===== src/rtl/pattern_decode.sv =====
// pattern_decode: receive-side rate-pattern checker. Counts the ones in a serial
// M-bit frame and compares it to the regenerated even-spread pattern for (M, N).
// Optional macro PATDEC_ERRPOS_EN adds first_err_pos / err_cnt outputs.
module pattern_decode #(
    parameter int unsigned CNT_W   = 5,
    parameter int unsigned MAX_LEN = 16
) (
    input  logic             clk,
    input  logic             rst,
    input  logic             start,
    input  logic [CNT_W-1:0] M,
    input  logic             bit_vld,
    input  logic             bit_in,
    output logic             busy,
    output logic             done,
    output logic [CNT_W-1:0] n_out,
    output logic             match,
    output logic             err_len
`ifdef PATDEC_ERRPOS_EN
    ,
    output logic [CNT_W-1:0] first_err_pos,
    output logic [CNT_W-1:0] err_cnt
`endif
);

    localparam int unsigned      PW    = 2 * CNT_W;
    localparam int unsigned      IDX_W = (MAX_LEN > 1) ? $clog2(MAX_LEN) : 1;
    localparam logic [CNT_W-1:0] MAX_M = CNT_W'(MAX_LEN);
    localparam logic [CNT_W-1:0] ONE   = CNT_W'(1);

    typedef enum logic [1:0] {
        IDLE,
        RUN,
        CHECK,
        DONE
    } state_t;

    state_t             state_q, state_d;
    logic [CNT_W-1:0]   m_q, m_d;
    logic [CNT_W-1:0]   c_q, c_d;
    logic [CNT_W-1:0]   k_q, k_d;
    logic [CNT_W-1:0]   i_q, i_d;
    logic [MAX_LEN-1:0] sr_q, sr_d;
    logic               ok_q, ok_d;
    logic               err_q, err_d;
    logic               done_q, done_d;
    logic [CNT_W-1:0]   n_out_q, n_out_d;
    logic               match_q, match_d;
    logic               err_len_q, err_len_d;
`ifdef PATDEC_ERRPOS_EN
    logic [CNT_W-1:0]   fe_q, fe_d;
    logic               fe_vld_q, fe_vld_d;
    logic [CNT_W-1:0]   ecnt_q, ecnt_d;
    logic [CNT_W-1:0]   first_err_pos_q, first_err_pos_d;
    logic [CNT_W-1:0]   err_cnt_q, err_cnt_d;
`endif

    logic [IDX_W-1:0]   sr_idx;
    logic [PW-1:0]      lo, mid, hi;
    logic               exp_bit;
    logic               last_pos;

    // Position k lives at sr[MAX_LEN-1-k] so the first received bit is the MSB.
    assign sr_idx   = IDX_W'(MAX_LEN - 1) - IDX_W'(k_q);
    assign last_pos = ((k_q + ONE) == m_q);

    // Position k expects a one when i*M falls in [k*N, (k+1)*N); full-width products.
    assign lo      = PW'(k_q) * PW'(c_q);
    assign hi      = lo + PW'(c_q);
    assign mid     = PW'(i_q) * PW'(m_q);
    assign exp_bit = (lo <= mid) && (mid < hi);

    always_comb begin
        state_d   = state_q;
        m_d       = m_q;
        c_d       = c_q;
        k_d       = k_q;
        i_d       = i_q;
        sr_d      = sr_q;
        ok_d      = ok_q;
        err_d     = err_q;
        done_d    = 1'b0;
        n_out_d   = n_out_q;
        match_d   = match_q;
        err_len_d = err_len_q;
`ifdef PATDEC_ERRPOS_EN
        fe_d            = fe_q;
        fe_vld_d        = fe_vld_q;
        ecnt_d          = ecnt_q;
        first_err_pos_d = first_err_pos_q;
        err_cnt_d       = err_cnt_q;
`endif
        unique case (state_q)
            IDLE: begin
                if (start) begin
                    m_d       = M;
                    c_d       = '0;
                    k_d       = '0;
                    i_d       = '0;
                    sr_d      = '0;
                    ok_d      = 1'b1;
                    n_out_d   = '0;
                    match_d   = 1'b0;
                    err_len_d = 1'b0;
`ifdef PATDEC_ERRPOS_EN
                    fe_d            = '0;
                    fe_vld_d        = 1'b0;
                    ecnt_d          = '0;
                    first_err_pos_d = '0;
                    err_cnt_d       = '0;
`endif
                    if ((M == '0) || (M > MAX_M)) begin
                        err_d   = 1'b1;
                        state_d = DONE;
                    end else begin
                        err_d   = 1'b0;
                        state_d = RUN;
                    end
                end
            end
            RUN: begin
                if (bit_vld) begin
                    sr_d[sr_idx] = bit_in;
                    c_d          = c_q + CNT_W'(bit_in);
                    if (last_pos) begin
                        k_d     = '0;
                        state_d = CHECK;
                    end else begin
                        k_d = k_q + ONE;
                    end
                end
            end
            CHECK: begin
                if (exp_bit != sr_q[sr_idx]) begin
                    ok_d = 1'b0;
`ifdef PATDEC_ERRPOS_EN
                    if (!fe_vld_q) begin
                        fe_d     = k_q;
                        fe_vld_d = 1'b1;
                    end
                    if (ecnt_q != '1) begin
                        ecnt_d = ecnt_q + ONE;
                    end
`endif
                end
                if (exp_bit) begin
                    i_d = i_q + ONE;
                end
                if (last_pos) begin
                    state_d = DONE;
                end else begin
                    k_d = k_q + ONE;
                end
            end
            DONE: begin
                done_d    = 1'b1;
                n_out_d   = c_q;
                match_d   = ok_q & ~err_q;
                err_len_d = err_q;
`ifdef PATDEC_ERRPOS_EN
                first_err_pos_d = fe_vld_q ? fe_q : '1;
                err_cnt_d       = ecnt_q;
`endif
                state_d = IDLE;
            end
            default: state_d = IDLE;
        endcase
    end

    always_ff @(posedge clk) begin
        if (rst) begin
            state_q   <= IDLE;
            m_q       <= '0;
            c_q       <= '0;
            k_q       <= '0;
            i_q       <= '0;
            sr_q      <= '0;
            ok_q      <= 1'b0;
            err_q     <= 1'b0;
            done_q    <= 1'b0;
            n_out_q   <= '0;
            match_q   <= 1'b0;
            err_len_q <= 1'b0;
`ifdef PATDEC_ERRPOS_EN
            fe_q            <= '0;
            fe_vld_q        <= 1'b0;
            ecnt_q          <= '0;
            first_err_pos_q <= '0;
            err_cnt_q       <= '0;
`endif
        end else begin
            state_q   <= state_d;
            m_q       <= m_d;
            c_q       <= c_d;
            k_q       <= k_d;
            i_q       <= i_d;
            sr_q      <= sr_d;
            ok_q      <= ok_d;
            err_q     <= err_d;
            done_q    <= done_d;
            n_out_q   <= n_out_d;
            match_q   <= match_d;
            err_len_q <= err_len_d;
`ifdef PATDEC_ERRPOS_EN
            fe_q            <= fe_d;
            fe_vld_q        <= fe_vld_d;
            ecnt_q          <= ecnt_d;
            first_err_pos_q <= first_err_pos_d;
            err_cnt_q       <= err_cnt_d;
`endif
        end
    end

    assign busy    = (state_q == RUN) || (state_q == CHECK);
    assign done    = done_q;
    assign n_out   = n_out_q;
    assign match   = match_q;
    assign err_len = err_len_q;
`ifdef PATDEC_ERRPOS_EN
    assign first_err_pos = first_err_pos_q;
    assign err_cnt       = err_cnt_q;
`endif

endmodule


===== config.mk =====
export PLATFORM = sky130hd
export DESIGN_NAME = pattern_decode
export DESIGN_NICKNAME = d
export VERILOG_FILES = /design/src/rtl/pattern_decode.sv
export SDC_FILE = /design/constraint.sdc
export NUM_CORES = 1
export LEC_CHECK = 0
export CAP_MARGIN = 20
export CELL_PAD_IN_SITES_DETAIL_PLACEMENT = 1
export CELL_PAD_IN_SITES_GLOBAL_PLACEMENT = 2
export CORE_MARGIN = 10
export CORE_UTILIZATION = 40
export DETAILED_ROUTE_END_ITERATION = 12
export GPL_TIMING_DRIVEN = 0
export PLACE_DENSITY = 0.83
export SLEW_MARGIN = 20
export SYNTH_ARGS = -nofsm -noshare
export SYNTH_HDL_FRONTEND = slang
export SYNTH_SLANG_ARGS = --single-unit

===== constraint.sdc =====
create_clock -name clk -period 10.65 [get_ports clk]
set_clock_uncertainty 0.2 [all_clocks]
set_input_delay 2.6625 -clock clk [delete_from_list [all_inputs] [get_ports clk]]
set_output_delay 2.6625 -clock clk [all_outputs]
set_load 0.01 [all_outputs]

# Yosys cells after proc, flatten, opt, wreduce, memory -nomap -nowiden
# Index checks and enable logic that the tools add are counted.
# Widths: inputs -> output; s select.
# op_classes
add_sub_neg	5
multipliers	2
n_lt_le_gt_ge	5
eq_ne	12
mux	32
bitwise_logic	2
reduce_logical	17
# op_table
operator	n
$mux 16	2
$pmux 16 s2	1
$mux 5	6
$pmux 5 s2	3
$mul 5x5->10	2
$bwmux 16	1
$pmux 5 s3	1
$ne 2x2->1 const B	7
$add 10x5->10	1
$add 5x1->5 const B	2
$le 10x10->1	1
$lt 10x10->1	1
$mux 2	5
$reduce_and 3->1	3
$pmux 2 s4	1
$reduce_and 4->1	2
$mux 1	7
$pmux 1 s2	3
$reduce_bool 2->1	3
$add 5x1->5	1
$eq 5x5->1	1
$gt 5x5->1 const B	1
$logic_not 5->1	1
$lt 4x5->1 const B	1
other kinds (14)	18
# totals
reg_bits	48
inputBits	10
elab_cells	87

# Depth between registers and ports, before layout
# Gate-level depths: netlist (run 1).
# depth
ltp_word	8
ltp_mapped	22
mapped_depth_nobuf	21

# Worst setup path before layout (run 1)
# OpenSTA, ideal clock, no wires.
# synth_timing
path_kind	register -> register
startpoint	register k_q[0]
endpoint	register i_q[2]
arrival_ps	5527
required_time_ps	10380
setup_slack_ps	4853
stages_incl_launch_ff	18
period_less_slack_ps	5797
path_cell_list	dfxtp_1 -> clkbuf_1 -> nand2_1 -> fa_1 -> fa_1 -> fa_1 -> inv_1 -> ha_1 -> nor2b_1 -> o31a_1 -> or4b_1 -> nand3_1 -> ha_1 -> and4_1 -> a2111oi_0 -> nor3_1 -> or4_1 -> a21boi_1
# synth_between
elab_chain_cells	6
# synth_lines
element	line	text
start, declared	41	logic [CNT_W-1:0] k_q, k_d;
start signal, assigned	195	k_q <= k_d;
$mul 5x5->10 *	68	assign lo = PW'(k_q) * PW'(c_q);
$add 10x5->10	69	assign hi = lo + PW'(c_q);
$lt 10x10->1	71	assign exp_bit = (lo <= mid) && (mid < hi);
$logic_and 1x1->1 *	71	
$ne 2x2->1 (no source line) *	--	
$reduce_and 3->1 (no source line) *	--	
end signal, assigned	196	i_q <= i_d;
end, declared	42	logic [CNT_W-1:0] i_q, i_d;
# Mark *: on every way between the ends. The rest lies on a longest branch, timed or not.
# A chain may end at the register's enable or synchronous reset.

# Worst setup path in the final report (run 1)
# Ends and elaborated chain as after synthesis.

==> results of run 1 <==
-- cell families after synthesis --
| logic type | after synthesis | synth area share |
|---|---|---|
| adder cells (fa/ha/maj) | 89 | 0.266 |
| XOR/XNOR | 30 | 0.0556 |
| buffers and inverters | 73 | 0.0599 |
| AND/OR/NAND/NOR | 180 | 0.194 |
| AO/OA/AOI/OAI | 139 | 0.193 |
| multiplexers | 8 | 0.0276 |
| flip-flops | 48 | 0.203 |
-- layer usage --
layer  vias up  wire (microns)
met2        46            6510
met5         -               0
met4         0             368
met3        16             274
li1       2035               -
met1      1975            5620
-- critical path, delay by kind of cell (launching register included) --
family	cells	cell delay [ns]
fa+ha+maj	5	2.20
compound gates	4	1.34
simple gates	7	1.89
flops	1	0.58
buf+inv	2	0.56
-- worst max path at each step --
stage / startpoint / to / slack [ns] / cells after the start
after global placement: k_q[0]$_SDFFE_PP0P_ / i_q[2]$_SDFFE_PP0P_ / 3.60 / 18
final: k_q[0]$_SDFFE_PP0P_ / i_q[2]$_SDFFE_PP0P_ / 3.80 / 18
after global routing: k_q[0]$_SDFFE_PP0P_ / i_q[2]$_SDFFE_PP0P_ / 3.35 / 18
after CTS: k_q[0]$_SDFFE_PP0P_ / i_q[2]$_SDFFE_PP0P_ / 3.70 / 18
after floorplan: k_q[0]$_SDFFE_PP0P_ / i_q[2]$_SDFFE_PP0P_ / 4.85 / 17
after detailed placement: k_q[0]$_SDFFE_PP0P_ / i_q[2]$_SDFFE_PP0P_ / 3.72 / 18
-- sequential cells by signal (all words and copies together), names as in the netlist --
signal / flops
i_q: 5
state_q: 2
err_len: 1
ok_q: 1
done: 1
sr_q: 16
err_q: 1
match: 1
k_q: 5
n_out: 5
m_q: 5
c_q: 5
-- cell type report --
cell class,count,area [sq um],share of cell area
Sequential cell,48,961,0.184
Buffer,25,103,0.0196
Timing Repair Buffer,18,180,0.0344
Clock buffer,6,139,0.0265
Inverter,48,180,0.0344
Tap cell,143,179,0.0342
Clock inverter,2,10.0,0.00191
Multi-Input combinational cell,446,3480,0.665
-- per-stage QoR --
| stage | utilization | instance area (sq um) | power [mW] | worst slack, ns | hold slack, ns |
|---|---|---|---|---|---|
| after floorplan | - | 4720 | 0.340 | 4.85 | 0.246 |
| after global placement | 0.443 | 5080 | 0.402 | 3.60 | 0.257 |
| after detailed placement | 0.443 | 5080 | 0.409 | 3.72 | 0.272 |
| after CTS | 0.456 | 5230 | 0.571 | 3.70 | 0.282 |
| after global routing | 0.456 | 5230 | 0.600 | 3.35 | 0.300 |
| final | 0.456 | 5230 | 0.564 | 3.80 | 0.279 |
-- synthesized netlist by cell type, drive strengths merged (8+ instances only) --
library cell  count
a22oi             8
nand2            41
inv              48
fa               19
xor2             15
and2             34
a21boi           18
clkbuf           19
nor2             36
nand4             8
nand3            24
nor3              8
ha               70
dfxtp            48
a21oi            36
a211oi            8
xnor2            15
o21ai            35
nor2b            10
-- power by group through the flow --
stage	clock network [mW]	registers [mW]	logic (mW)
4_1_cts	0.165	0.207	0.199
3_5_place_dp	0	0.211	0.198
6_report	0.160	0.207	0.197
2_1_floorplan	0	0.205	0.135
5_1_grt	0.173	0.209	0.218
3_3_place_gp	0	0.211	0.191
==> metrics, run 1 <==
M2 GR Usage=0.282; Register-to-Register Path Depth=18; all-layer global routing usage=0.156; cell taking the most area after synthesis=dfxtp_1; Pins Over Slew Limit=0; Pint=0.352 mW; Max Clk Rate=146 MHz; Clock Path Buffers=2; Syn Inst Count=567; Max transition margin=0.408; Max stage delay on crit path=0.81 ns; worst path cell trace=clkbuf_1 -> nand2_1 -> fa_1 -> fa_1 -> fa_1 -> inv_1 -> ha_1 -> nor2b_1 -> o31a_1 -> or4b_1 -> nand3_1 -> ha_1 -> nand4_1 -> a211oi_1 -> a2111oi_1 -> nor3_1 -> or4_1 -> a21boi_1; Worst setup SP type=register; H-tree depth=2; FF+latch count, synth=48; Fill cells=1387; first-pass GRT wire length=21.3 mm; starting density of the core=0.412; fin crit period=6.85 ns; Seq pwr share=0.366; Die H=129 microns; M3 GR Usage=0.0144; residual DRC count=0; core area=11500 sq um; Avg Inst Size Synth=8.33 sq um; unrepaired setup endpoints after global routing=false; fin nets=691; Worst Setup End Kind=register; dpl cells=728; Hold Startpoint=sr_q[13]$_SDFFE_PP0P_; Sw Pwr=0.212 mW; data required time of the worst path=10.67 ns; Final ANT Viol Nets=0; worst flop-to-flop path endpoint=i_q[2]$_SDFFE_PP0P_; Max FO, Critical Path=10; most common cell after layout, fill and taps aside=ha_1; setup tns final=0 ns; hold path depth=2; share of flip-flops with an asynchronous set or reset=0; Die X=129 microns; CTS tree=done; Num CTS Buffers=5; Primary FF master, synth=dfxtp_1; Yosys top cell area share=0.203; clock latency on the worst-skew pair=0.29 ns; DRT iter0 DRCs=159; Post-synth EDFFs=0; largest net degree at the start of global routing=15; Post-CTS Setup Bufs=0; Mapped Area=4720 sq um; row count=39; CTS resizes=0; worst vdd ir=0.122 mV; n_diodes=0; Min-Delay Path Class=reg -> reg; DPL Wire Length=10.4 mm; Yosys cell types=55; WP data arrival=6.87 ns; hold endpoint=sr_q[13]$_SDFFE_PP0P_; first-pass iteration count of the detailed router=4; GR met1 Demand/Resource=0.187; vias in the first global route=4257; die area=16600 sq um; Lkg Pwr=2.30 nW; pwr dens=108 nW/um^2; Area Overhead vs Synth=10.8%; vias per inst=5.53; Top cell by count, worst path=fa_1; clock share of power=0.284; via count=4072; Hold Buf Count CTS=0; top area cells in the synthesized netlist=dfxtp_1, ha_1, fa_1; I/O Pins=19; RR Startpoint=k_q[0]$_SDFFE_PP0P_; gp weighted congestion=0.808; grt total ovfl=0; Max Cap Viol=0; busiest grt layer=met2; Sink Count=48; R2R Setup Slk=3.80 ns; proportion of layout cells with a drive suffix above 1=0.0388; Synth Net Count=666; WS Path Type=reg -> reg; commonest non-fill, non-tap cells in the layout=ha_1, inv_1, dfxtp_1; slowest CP cell=a2111oi_1; final hold violations=0; final worst-path cycle share=0.643; Finished Layout Cells=736; DRT Wirelength=12.8 mm; WL per Instance=17.4 microns; antenna violations before repair=0; synth warn=0; combinational share of power=0.349; # port buffers=18; sequential share of the synthesized area=0.203; clock tree root buffer cell=clkbuf_16; outcome=complete, no violations; Worst-path clk slew=0.06 ns; final setup fails=0; Sw Share=0.375; Slew @ Worst Pin=0.886 ns
Power figures use the tool's default switching activity.
==> inputs of run 2 (changes only) <==
CORE_UTILIZATION = 38   (was 40)
PLACE_DENSITY = 0.8   (was 0.83)
clock period = 7.2 ns   (was 10.65 ns; I/O delays follow)
==> metrics, run 2 (same netlist as run 1, synthesis figures left out) <==
outcome=complete, no violations; first-pass GRT wire length=21.9 mm; vias in the first global route=4446; clock latency on the worst-skew pair=0.29 ns; DRT iter0 DRCs=144; DR top layer=met4; Sw Share=0.378; grt total ovfl=0; area occupied by multi-input gates=3490 sq um; vias per inst=5.35; Lkg Pwr=2.29 nW; Num CTS Buffers=5; worst path cell trace=clkbuf_1 -> nand2_1 -> fa_1 -> fa_1 -> fa_1 -> inv_1 -> ha_1 -> nor2b_1 -> o31a_1 -> or4b_1 -> nand3_1 -> nand3_1 -> xor2_1 -> ha_1 -> nand4_1 -> a21oi_1 -> nor4_1 -> a21oi_1 -> or4_1 -> a21boi_1; met2 wire len=6.50 mm; commonest non-fill, non-tap cells in the layout=ha_1, inv_1, dfxtp_1; die area=17300 sq um; antenna violations before repair=0; Pins Over Slew Limit=0; Worst-path clk slew=0.07 ns; Max transition margin=0.521; WL per Instance=16.8 microns; number of flip-flops in the largest register=16; worst vdd ir=0.185 mV; slowest CP cell=dfxtp_1; most flop-heavy register=sr_q; starting density of the core=0.390; fin crit period=6.43 ns; Die H=131 microns; WL met1=5.93 mm; final hold violations=0; Hold Buf Count CTS=0; clock share of power=0.286; residual DRC count=0; row count=40; Min-Delay Path Class=reg -> reg; clock tree root buffer cell=clkbuf_16; Worst Setup End Kind=register; Final ANT Viol Nets=0; Sink Count=48; WS Path Type=reg -> reg; Pint=0.523 mW; pwr dens=160 nW/um^2; most common cell after layout, fill and taps aside=ha_1; combinational share of power=0.352; WP data arrival=6.46 ns; first-pass iteration count of the detailed router=4; core area=12100 sq um; CTS tree=done; Die X=131 microns; Max FO, Critical Path=10; Area Overhead vs Synth=11.5%; n_diodes=0; H-tree depth=2; Met3 Wirelength=127 microns; proportion of layout cells with a drive suffix above 1=0.0371; Sw Pwr=0.318 mW; Slew @ Worst Pin=0.714 ns; Finished Layout Cells=761; fin nets=691; data required time of the worst path=7.23 ns; dpl cells=753; final worst-path cycle share=0.893; all-layer global routing usage=0.148; final setup fails=0; Post-CTS Setup Bufs=0; setup tns final=0 ns; storage element area=961 sq um; unrepaired setup endpoints after global routing=false; Clock Path Buffers=2; Seq pwr share=0.363; Top cell by count, worst path=fa_1; Max Cap Viol=0; gp weighted congestion=0.792; Max stage delay on crit path=0.56 ns; Worst setup SP type=register; I/O Pins=19; Fill cells=1488; DPL Wire Length=10.3 mm; via count=4075; # port buffers=18; largest net degree at the start of global routing=14; Max Clk Rate=156 MHz; DRT Wirelength=12.8 mm
==> run 2: cell types whose count changed in the layout (fill, tap and decap cells not counted) <==
cell,previous run,this run
a2111oi_1,1,0
clkinv_2,2,0
a2111oi_2,1,2
clkbuf_1,19,21
==> run 2: final cells by class <==
type,instances,area share
clock buffer,8,0.0278
sequential,48,0.182
buffer,25,0.0195
multi-input combinational,446,0.662
tap,168,0.0399
inverter,48,0.0342
timing repair buffer,18,0.0342
==> run 2: per-layer routing <==
metal  vias to the layer above  GRT usage
met3                         9     0.0137
met4                         0     0.0389
met2                        22      0.269
met5                         -          0
met1                      2015      0.182
li1                       2029          -
==> run 2: worst paths after layout <==
path                                           start                    to  slack, ns  depth (start not counted)
worst max-delay path             k_q[0]$_SDFFE_PP0P_   i_q[2]$_SDFFE_PP0P_       0.77                         20
worst min-delay path            sr_q[5]$_SDFFE_PP0P_  sr_q[5]$_SDFFE_PP0P_       0.28                          2
worst max register to register   k_q[0]$_SDFFE_PP0P_   i_q[2]$_SDFFE_PP0P_       0.77                         20
worst min register to register  sr_q[5]$_SDFFE_PP0P_  sr_q[5]$_SDFFE_PP0P_       0.28                          2
==> run 2: through the flow <==
step / util / power (mW) / instance area, sq um / setup WS, ns / hold WS, ns
after global placement: 0.422 / 0.597 / 5110 / 0.168 / 0.256
after CTS: 0.434 / 0.846 / 5260 / 0.429 / 0.278
after global routing: 0.435 / 0.897 / 5270 / 0.0966 / 0.299
final: 0.435 / 0.841 / 5270 / 0.773 / 0.279
after detailed placement: 0.422 / 0.606 / 5110 / 0.470 / 0.269
after floorplan: - / 0.502 / 4720 / 1.40 / 0.246
==> run 2: repair_timing <==
action,CTS,global route
endpoints found under the hold margin,0,0
gates resized for setup,0,1
endpoints found under the setup margin,0,1
==> run 2: power groups by stage <==
stage	clock [mW]	combinational [mW]	sequential, mW
6_report	0.240	0.296	0.305
5_1_grt	0.258	0.331	0.308
4_1_cts	0.244	0.296	0.305
3_5_place_dp	0	0.295	0.311
3_3_place_gp	0	0.286	0.311
2_1_floorplan	0	0.200	0.302
==> run 2: critical path: cells and delay by family (launching register included) <==
kind            cells  cell delay [ns]
buf+inv             2             0.53
compound gates      4             0.71
simple gates        8             1.95
xor+xnor            1             0.18
fa+ha+maj           5             2.23
flops               1             0.56
